==> src/rtl/counter_pkg.sv <==
// ============================================================================
// Module : counter_pkg
// Brief  : Shared digit/radix types and helpers for the multi-channel counter.
// Rev    : 1.0
// ============================================================================
`default_nettype none

package counter_pkg;

    typedef logic [3:0] digit_t;

    typedef enum logic {
        RADIX_DEC = 1'b0,
        RADIX_HEX = 1'b1
    } radix_e;

    localparam int c_MAX_CH = 8;

    function automatic digit_t radix_max(input radix_e r);
        return (r == RADIX_HEX) ? 4'd15 : 4'd9;
    endfunction

    function automatic radix_e radix_of(input logic [c_MAX_CH-1:0] mask, input int c);
        if (c < 0 || c >= c_MAX_CH) begin
            return RADIX_DEC;
        end
        return mask[c[2:0]] ? RADIX_HEX : RADIX_DEC;
    endfunction

endpackage

`default_nettype wire

==> src/rtl/counter_digit.sv <==
// ============================================================================
// Module : counter_digit
// Brief  : One radix-10/16 digit with carry (and, with CNT_DOWN_EN, borrow).
// Rev    : 1.0
// ============================================================================
`default_nettype none

module counter_digit
    import counter_pkg::*;
#(
    parameter radix_e RADIX = RADIX_DEC
) (
    input  logic   clk,
    input  logic   rst,
    input  logic   i_clr,
    input  logic   i_hold,
    input  logic   i_cin,
`ifdef CNT_DOWN_EN
    input  logic   i_bin,
    output logic   o_bout,
`endif
    output digit_t o_digit,
    output logic   o_cout
);

    localparam digit_t c_MAX = radix_max(RADIX);

    digit_t r_digit;
    logic   w_at_max;
    logic   w_at_zero;

    // >= keeps a decimal digit inside 0..9 even from an unexpected state
    assign w_at_max  = (r_digit >= c_MAX);
    assign w_at_zero = (r_digit == 4'd0);
    assign o_cout    = i_cin & w_at_max;
    assign o_digit   = r_digit;

`ifdef CNT_DOWN_EN
    assign o_bout = i_bin & w_at_zero;
`endif

    always_ff @(posedge clk) begin
        if (rst || i_clr) begin
            r_digit <= 4'd0;
        end else if (i_hold) begin
            r_digit <= r_digit;
        end else if (i_cin) begin
            r_digit <= w_at_max ? 4'd0 : r_digit + 4'd1;
`ifdef CNT_DOWN_EN
        end else if (i_bin) begin
            r_digit <= w_at_zero ? c_MAX : r_digit - 4'd1;
`endif
        end
    end

endmodule

`default_nettype wire

==> src/rtl/multi_channel_digit_counter.sv <==
// ============================================================================
// Module : multi_channel_digit_counter
// Brief  : N independent multi-digit DEC/HEX event counters with sticky
//          overflow; optional down-counting when CNT_DOWN_EN is defined.
// Rev    : 1.0
// ============================================================================
`default_nettype none

module multi_channel_digit_counter
    import counter_pkg::*;
#(
    parameter int                NUM_CH     = 2,
    parameter int                NUM_DIGITS = 4,
    parameter logic [NUM_CH-1:0] HEX_MASK   = 'b01,
    parameter int                WRAP       = 1
) (
    input  logic                                   clk,
    input  logic                                   reset,
    input  logic [NUM_CH-1:0]                      inc,
`ifdef CNT_DOWN_EN
    input  logic [NUM_CH-1:0]                      dec,
`endif
    input  logic [NUM_CH-1:0]                      clr,
    output logic [NUM_CH-1:0][NUM_DIGITS-1:0][3:0] encoded,
    output logic [NUM_CH-1:0][NUM_DIGITS-1:0]      digit_point,
    output logic [NUM_CH-1:0]                      ovf,
    output logic [NUM_CH-1:0]                      zero
);

    localparam logic                c_WRAP      = (WRAP != 0);
    localparam logic [c_MAX_CH-1:0] c_HEX_MASK8 = c_MAX_CH'(HEX_MASK);

    logic [NUM_CH-1:0] w_dec;

`ifdef CNT_DOWN_EN
    assign w_dec = dec;
`else
    assign w_dec = '0;
`endif

    for (genvar c = 0; c < NUM_CH; c++) begin : g_ch
        logic [NUM_DIGITS:0]   w_carry;
        logic                  w_inc_ev;
        logic                  w_wrap_ev;
        logic                  w_hold;
        logic                  r_ovf;
        logic [NUM_DIGITS-1:0] w_dp;

        // simultaneous inc and dec cancel out
        assign w_inc_ev   = inc[c] & ~w_dec[c];
        assign w_carry[0] = w_inc_ev;

`ifdef CNT_DOWN_EN
        logic [NUM_DIGITS:0] w_borrow;
        logic                w_dec_ev;

        assign w_dec_ev    = w_dec[c] & ~inc[c];
        assign w_borrow[0] = w_dec_ev;
        assign w_wrap_ev   = w_carry[NUM_DIGITS] | w_borrow[NUM_DIGITS];
`else
        assign w_wrap_ev   = w_carry[NUM_DIGITS];
`endif

        // carry/borrow out of the MSD means full-scale crossing; saturate mode freezes all digits
        assign w_hold = ~c_WRAP & w_wrap_ev;

        for (genvar d = 0; d < NUM_DIGITS; d++) begin : g_dig
            counter_digit #(
                .RADIX (radix_of(c_HEX_MASK8, c))
            ) u_digit (
                .clk     (clk),
                .rst     (reset),
                .i_clr   (clr[c]),
                .i_hold  (w_hold),
                .i_cin   (w_carry[d]),
`ifdef CNT_DOWN_EN
                .i_bin   (w_borrow[d]),
                .o_bout  (w_borrow[d+1]),
`endif
                .o_digit (encoded[c][d]),
                .o_cout  (w_carry[d+1])
            );
        end

        always_ff @(posedge clk) begin
            if (reset || clr[c]) begin
                r_ovf <= 1'b0;
            end else if (w_wrap_ev) begin
                r_ovf <= 1'b1;
            end
        end

        always_comb begin
            w_dp             = '0;
            w_dp[NUM_DIGITS-1] = r_ovf;
        end

        assign ovf[c]         = r_ovf;
        assign digit_point[c] = w_dp;
        assign zero[c]        = (encoded[c] == '0);
    end

endmodule

`default_nettype wire

==> config.mk <==
export PLATFORM = sky130hd
export DESIGN_NAME = multi_channel_digit_counter
export DESIGN_NICKNAME = d
export VERILOG_FILES = /design/src/rtl/counter_pkg.sv /design/src/rtl/counter_digit.sv /design/src/rtl/multi_channel_digit_counter.sv
export SDC_FILE = /design/constraint.sdc
export NUM_CORES = 1
export LEC_CHECK = 0
export CORE_MARGIN = 2
export CORE_UTILIZATION = 54
export CTS_BUF_LIST = sky130_fd_sc_hd__clkbuf_8
export DETAILED_ROUTE_END_ITERATION = 16
export PLACE_DENSITY_LB_ADDON = 0.05
export SYNTH_ARGS = -nofsm -noshare
export SYNTH_HDL_FRONTEND = slang
export SYNTH_SLANG_ARGS = --single-unit
==> constraint.sdc <==
create_clock -name clk -period 2.59 [get_ports clk]
set_input_delay 0.259 -clock clk [delete_from_list [all_inputs] [get_ports clk]]
set_output_delay 0.259 -clock clk [all_outputs]
set_load 0.02 [all_outputs]
-- Yosys cells after proc, flatten, opt, wreduce, memory -nomap -nowiden
Cells that the tools add are included.
- reduce and logical (&&, ||, !) cells: 4
- bitwise logic cells: 8
- multiplexer cells: 8
- order comparisons: 8
- add/sub/neg operators: 8
- operators by type and width (kind ; count):
    4-bit by 1-bit adder with 4-bit output (second input constant) ; 8
    4-bit greater-or-equal comparator (second input constant) ; 8
    16-bit logical NOT ; 2
    4-bit two-way mux ; 8
    1-bit bitwise AND ; 8
    1-bit logical OR ; 2
- logic and storage cells: 46
- input bits: 6
- output and inout bits: 44
- register bits: 34

-- Longest topological paths before layout
Gate-level depths: netlist (run 1).
- word-level depth: 5
- gate-level depth with buffers: 8
- depth with buffers taken out: 6

-- Cells and area by module
From an unflattened synthesis (run 1), not the netlist that was laid out.
- cells, all modules: 215
- area total of the unflattened synthesis: 1945.6 sq um
- by module, submodules not included (module ; cells each ; times used ; area each (sq um) ; sequential area each (sq um)):
    counter_digit at g_ch[1].g_dig[0].u_digit ... ; 26 ; 4 ; 230.2 ; 80.1
    counter_digit at g_ch[0].g_dig[0].u_digit ... ; 21 ; 4 ; 205.2 ; 80.1
    multi_channel_digit_counter ; 27 ; 1 ; 203.9 ; 40.0

-- Worst setup path before layout (run 1)
No wires, ideal clock.
- path type: register to output
- start point: register g_ch[0].g_dig[0].u_digit.r_digit[0]
- end point: output zero[0]
- data arrival time: 1701 ps
- stages on the path, launching flop included: 5
- buffers on the path: 0
- data required time: 2331 ps
- path slack: 630 ps
- cell sequence: dfxtp_1 > inv_1 > ha_1 > or4b_2 > nor3_1
- cells in the longest elaborated chain, start to end: 1
- RTL lines (item ; RTL line ; RTL):
    start, declared ; counter_digit.sv:28 ; digit_t r_digit;
    start signal, assigned ; counter_digit.sv:46 ; r_digit <= r_digit;
    start signal, assigned ; counter_digit.sv:48 ; r_digit <= w_at_max ? 4'd0 : r_digit + 4'd1;
    16-bit logical NOT ; multi_channel_digit_counter.sv:100 ; assign zero[c] = (encoded[c] == '0);
    end, declared ; multi_channel_digit_counter.sv:27 ; output logic [NUM_CH-1:0] zero
No other way between the ends.

-- Worst setup path in the final report (run 1)
- start point: register g_ch[1].g_dig[2].u_digit.r_digit[0]
- end point: output zero[1]
- cells in the longest elaborated chain, start to end: 1
- RTL lines (item ; RTL line):
    start, declared ; counter_digit.sv:28
    start signal, assigned ; counter_digit.sv:46
    start signal, assigned ; counter_digit.sv:48
    16-bit logical NOT ; multi_channel_digit_counter.sv:100
No other way between the ends.

==> impl_results.md, run 1 <==
- Synth Area per Inst: 8.668 um^2
- Post-synth top flop: dfxtp_1
- Switching power: 237.1 uW
- Post-synthesis cell area: 2028 um^2
- Combinational power share: 5.8%
- Die W: 65.29 um
- Beginning of the worst hold path: g_ch[1].r_ovf
- GRT busiest layer: met2
- Nets: 302
- CP startpoint kind: flip-flop
- Root buffer cell: clkbuf_8
- Worst R2R Path Depth: 6
- ANT nets after route: 0
- Setup Crit Path Kind: flip-flop to output port
- Core area: 3633 um^2
- PortBufs: 43
- Total grt overflow: 0
- Router iterations before antenna repair: 4
- Maximum operating frequency: 0.4364 GHz
- Later-pin clock latency in the skew report: 0.29 ns
- Final GP Congestion: 0.8726
- Initial antenna violation count: 0
- Endpoints failing hold: 0
- Tcrit/Tclk final: 88.47%
- N_diodes: 0
- Cells after Synth: 234
- Largest net degree at the start of global routing: 18
- Flop pwr share: 49.5%
- Area leader, netlist: dfxtp_1
- CP Capture Type: output port
- Slew Viols, Final: 0
- Clock transition at the registers of the reported paths: 0.07 ns
- Die height: 65.29 um
- H-tree depth: 2
- Worst Path Max Fanout: 6
- R2R Setup Slk: 0.56 ns
- Fraction of power spent switching nets: 22.25%
- Grt met2 use: 36.48%
- Clock share of power: 44.7%
- Peak VDD IR: 0.0004272 V
- Number of hold buffers added after cts: 0
- Post-synth top area share: 33.56%
- Main area contributors after synthesis: dfxtp_1 34%, ha_1 14%, a21oi_1 4.9%, nor2_1 4.3%, buf_4 3.7%
- Reg2reg start: g_ch[1].g_dig[0].u_digit.o_digit[0]
- Post-CTS setup buffers: 0
- RSZ-0062 raised after global routing: no
- FF+latch count, synth: 34
- Initial Util: 55.82%
- Worst R2R End: g_ch[1].g_dig[3].u_digit.o_digit[3]
- Synth warn: 0
- CP arrival: 2.03 ns
- Post-synth ARST share: 0%
- Clock Sinks: 34
- Final setup vio count: 0
- Area Growth Syn to Fin: 24.86%
- Post-synth EDFFs: 0
- Met3 Usage GRT: 6.678%
- Worst hold path cell count: 1
- Tot GR Track Use: 21.45%
- TNS Setup: 0 ns
- Max-Cap Viols: 0
- Clk_skew: 0.007125 ns
- Routed vias/inst: 5.401
- Worst Hold End: g_ch[1].r_ovf
- Post-DP HPWL: 3.037 mm
- Yosys cell types: 47
- Routed len/inst: 12.90 um
- Outcome: finished clean
- DR iter-0 viols: 58
- Die Area: 4262 um^2
- Wire length of the first global-routing pass: 7.024 mm
- P_leak: 0.0009457 uW
- Routed WL: 4.155 mm
- Power density over the cells: 420.8 nW/um^2
- HP Class: flip-flop to flip-flop
- Vias in the first global route: 1,573
- Req. time, crit path: 2.33 ns
- Post-synthesis sequential area ratio: 33.56%
- CTS Buf Count: 5
- CTS max path bufs: 2
- Final Critical Period: 2.291 ns
- Inst Count DP: 314
- Site Rows: 22
- Via Count: 1,739
- DRC viols: 0
- Share of cells above drive strength 1: 6.934%
- Met1 Use GR: 24.68%
- Finished Layout Cells: 322
- Internal power: 828.7 uW
- Slew @ Worst Pin: 0.5117 ns
- Slew HR: 65.60%
- Top-Level Pins: 50
- CTS tree: done
power by group through the flow:
stage / Clock [uW] / Sequential [uW] / Combinational, uW
after floorplan: 0 / 541 / 47.3
after global placement: 0 / 539 / 61.7
after detailed placement: 0 / 539 / 61.7
after CTS: 493 / 527 / 61.9
after global routing: 511 / 527 / 67.2
final: 477 / 527 / 61.5
worst max-delay path: stages (launching register included):
cell             delay (ns)
dfxtp_1                0.37
inv_1                  0.12
ha_1                   0.16
and4bb_2               0.23
nand4_1                0.10
nor2_1                 0.14
clkdlybuf4s50_1        0.62
synth_stat cells, types with 5 or more instances:
library cell,n
buf_4,10
o21ai_0,7
nand3_1,11
inv_1,20
nor3_1,8
dfxtp_1,34
nor2_1,23
a21oi_1,20
or4_1,6
ha_1,23
mux2i_1,5
nand2_1,13
cell families (layout without fill, tap and decap cells):
kind of cell / count (synthesis) / count (layout) / share of synthesized area [%]
other cells: 1 / 6 / 0.1849
simple gates: 86 / 86 / 24.00
mux: 6 / 6 / 3.023
xor+xnor: 8 / 8 / 3.454
fa+ha+maj: 23 / 23 / 14.19
compound gates: 40 / 40 / 12.28
flops: 34 / 34 / 33.56
buf+inv: 36 / 71 / 9.315
flip-flops by register name, summed over array words and instances, names as in the netlist:
| signal | count |
|---|---|
| g_ch.r_ovf | 2 |
| g_ch.g_dig.u_digit.o_digit | 32 |
worst max-delay path by stage:
stage	startpoint	to	slack [ns]	cells after the start
after detailed placement	g_ch[0].g_dig[0].u_digit.o_digit[0]	zero[0]	0.36	5
after global routing	g_ch[1].g_dig[2].u_digit.o_digit[0]	zero[1]	0.18	6
after floorplan	g_ch[0].g_dig[0].u_digit.o_digit[0]	zero[0]	0.63	4
after global placement	g_ch[0].g_dig[0].u_digit.o_digit[0]	zero[0]	0.39	5
final	g_ch[1].g_dig[2].u_digit.o_digit[0]	zero[1]	0.30	6
after CTS	g_ch[0].g_dig[0].u_digit.o_digit[0]	zero[0]	0.02	5
cell type report:
type	instances	area (um^2)
multi-input cells	169	1177
fillers	296	1101
flip-flops and latches	34	680.7
repair buffers	43	432.9
inverters	20	75.07
clock buffers	5	68.82
well taps	48	60.06
clock inverters	3	37.54
metal layers:
metal  vias to the layer above  part of all wire [%]
met4                         0                   1.9
met2                        49                    47
met3                         6                   5.5
li1                        881                     -
met5                         -                     0
met1                       803                    45
through the flow:
step | setup WS (ns) | cell area [um^2] | hold WS, ns | total power, uW | utilization, %
final | 0.2985 | 2532 | 0.5056 | 1066 | 69.70
after floorplan | 0.6299 | 2047 | 0.4105 | 588.6 | -
after detailed placement | 0.3587 | 2424 | 0.5012 | 601.0 | 66.70
after CTS | 0.02171 | 2530 | 0.5126 | 1082 | 69.63
after global routing | 0.1806 | 2532 | 0.5589 | 1106 | 69.70
after global placement | 0.3872 | 2424 | 0.4783 | 600.7 | 66.70
repair_timing:
item / CTS / global route
resized for setup: 0 / 1
setup endpoints to repair: 0 / 1
endpoints found under the hold margin: 0 / 0
cell usage in the layout (no fill, tap or decap), types with 7 or more instances in the layout:
cell type,count
clkdlybuf4s50_1,42
nor3_1,8
inv_1,22
nand3_1,11
nor2_1,23
nand2_1,13
ha_1,23
a21oi_1,20
o21ai_0,7
dfxtp_1,34
No activity file was read; power rests on OpenSTA's default activity.
==> inputs of run 2 (changes only) <==
Settings changed: CTS_CLUSTER_SIZE from default to 16.
==> results of run 2 <==
The final DEF is identical to that of run 1; final timing and power are the same.
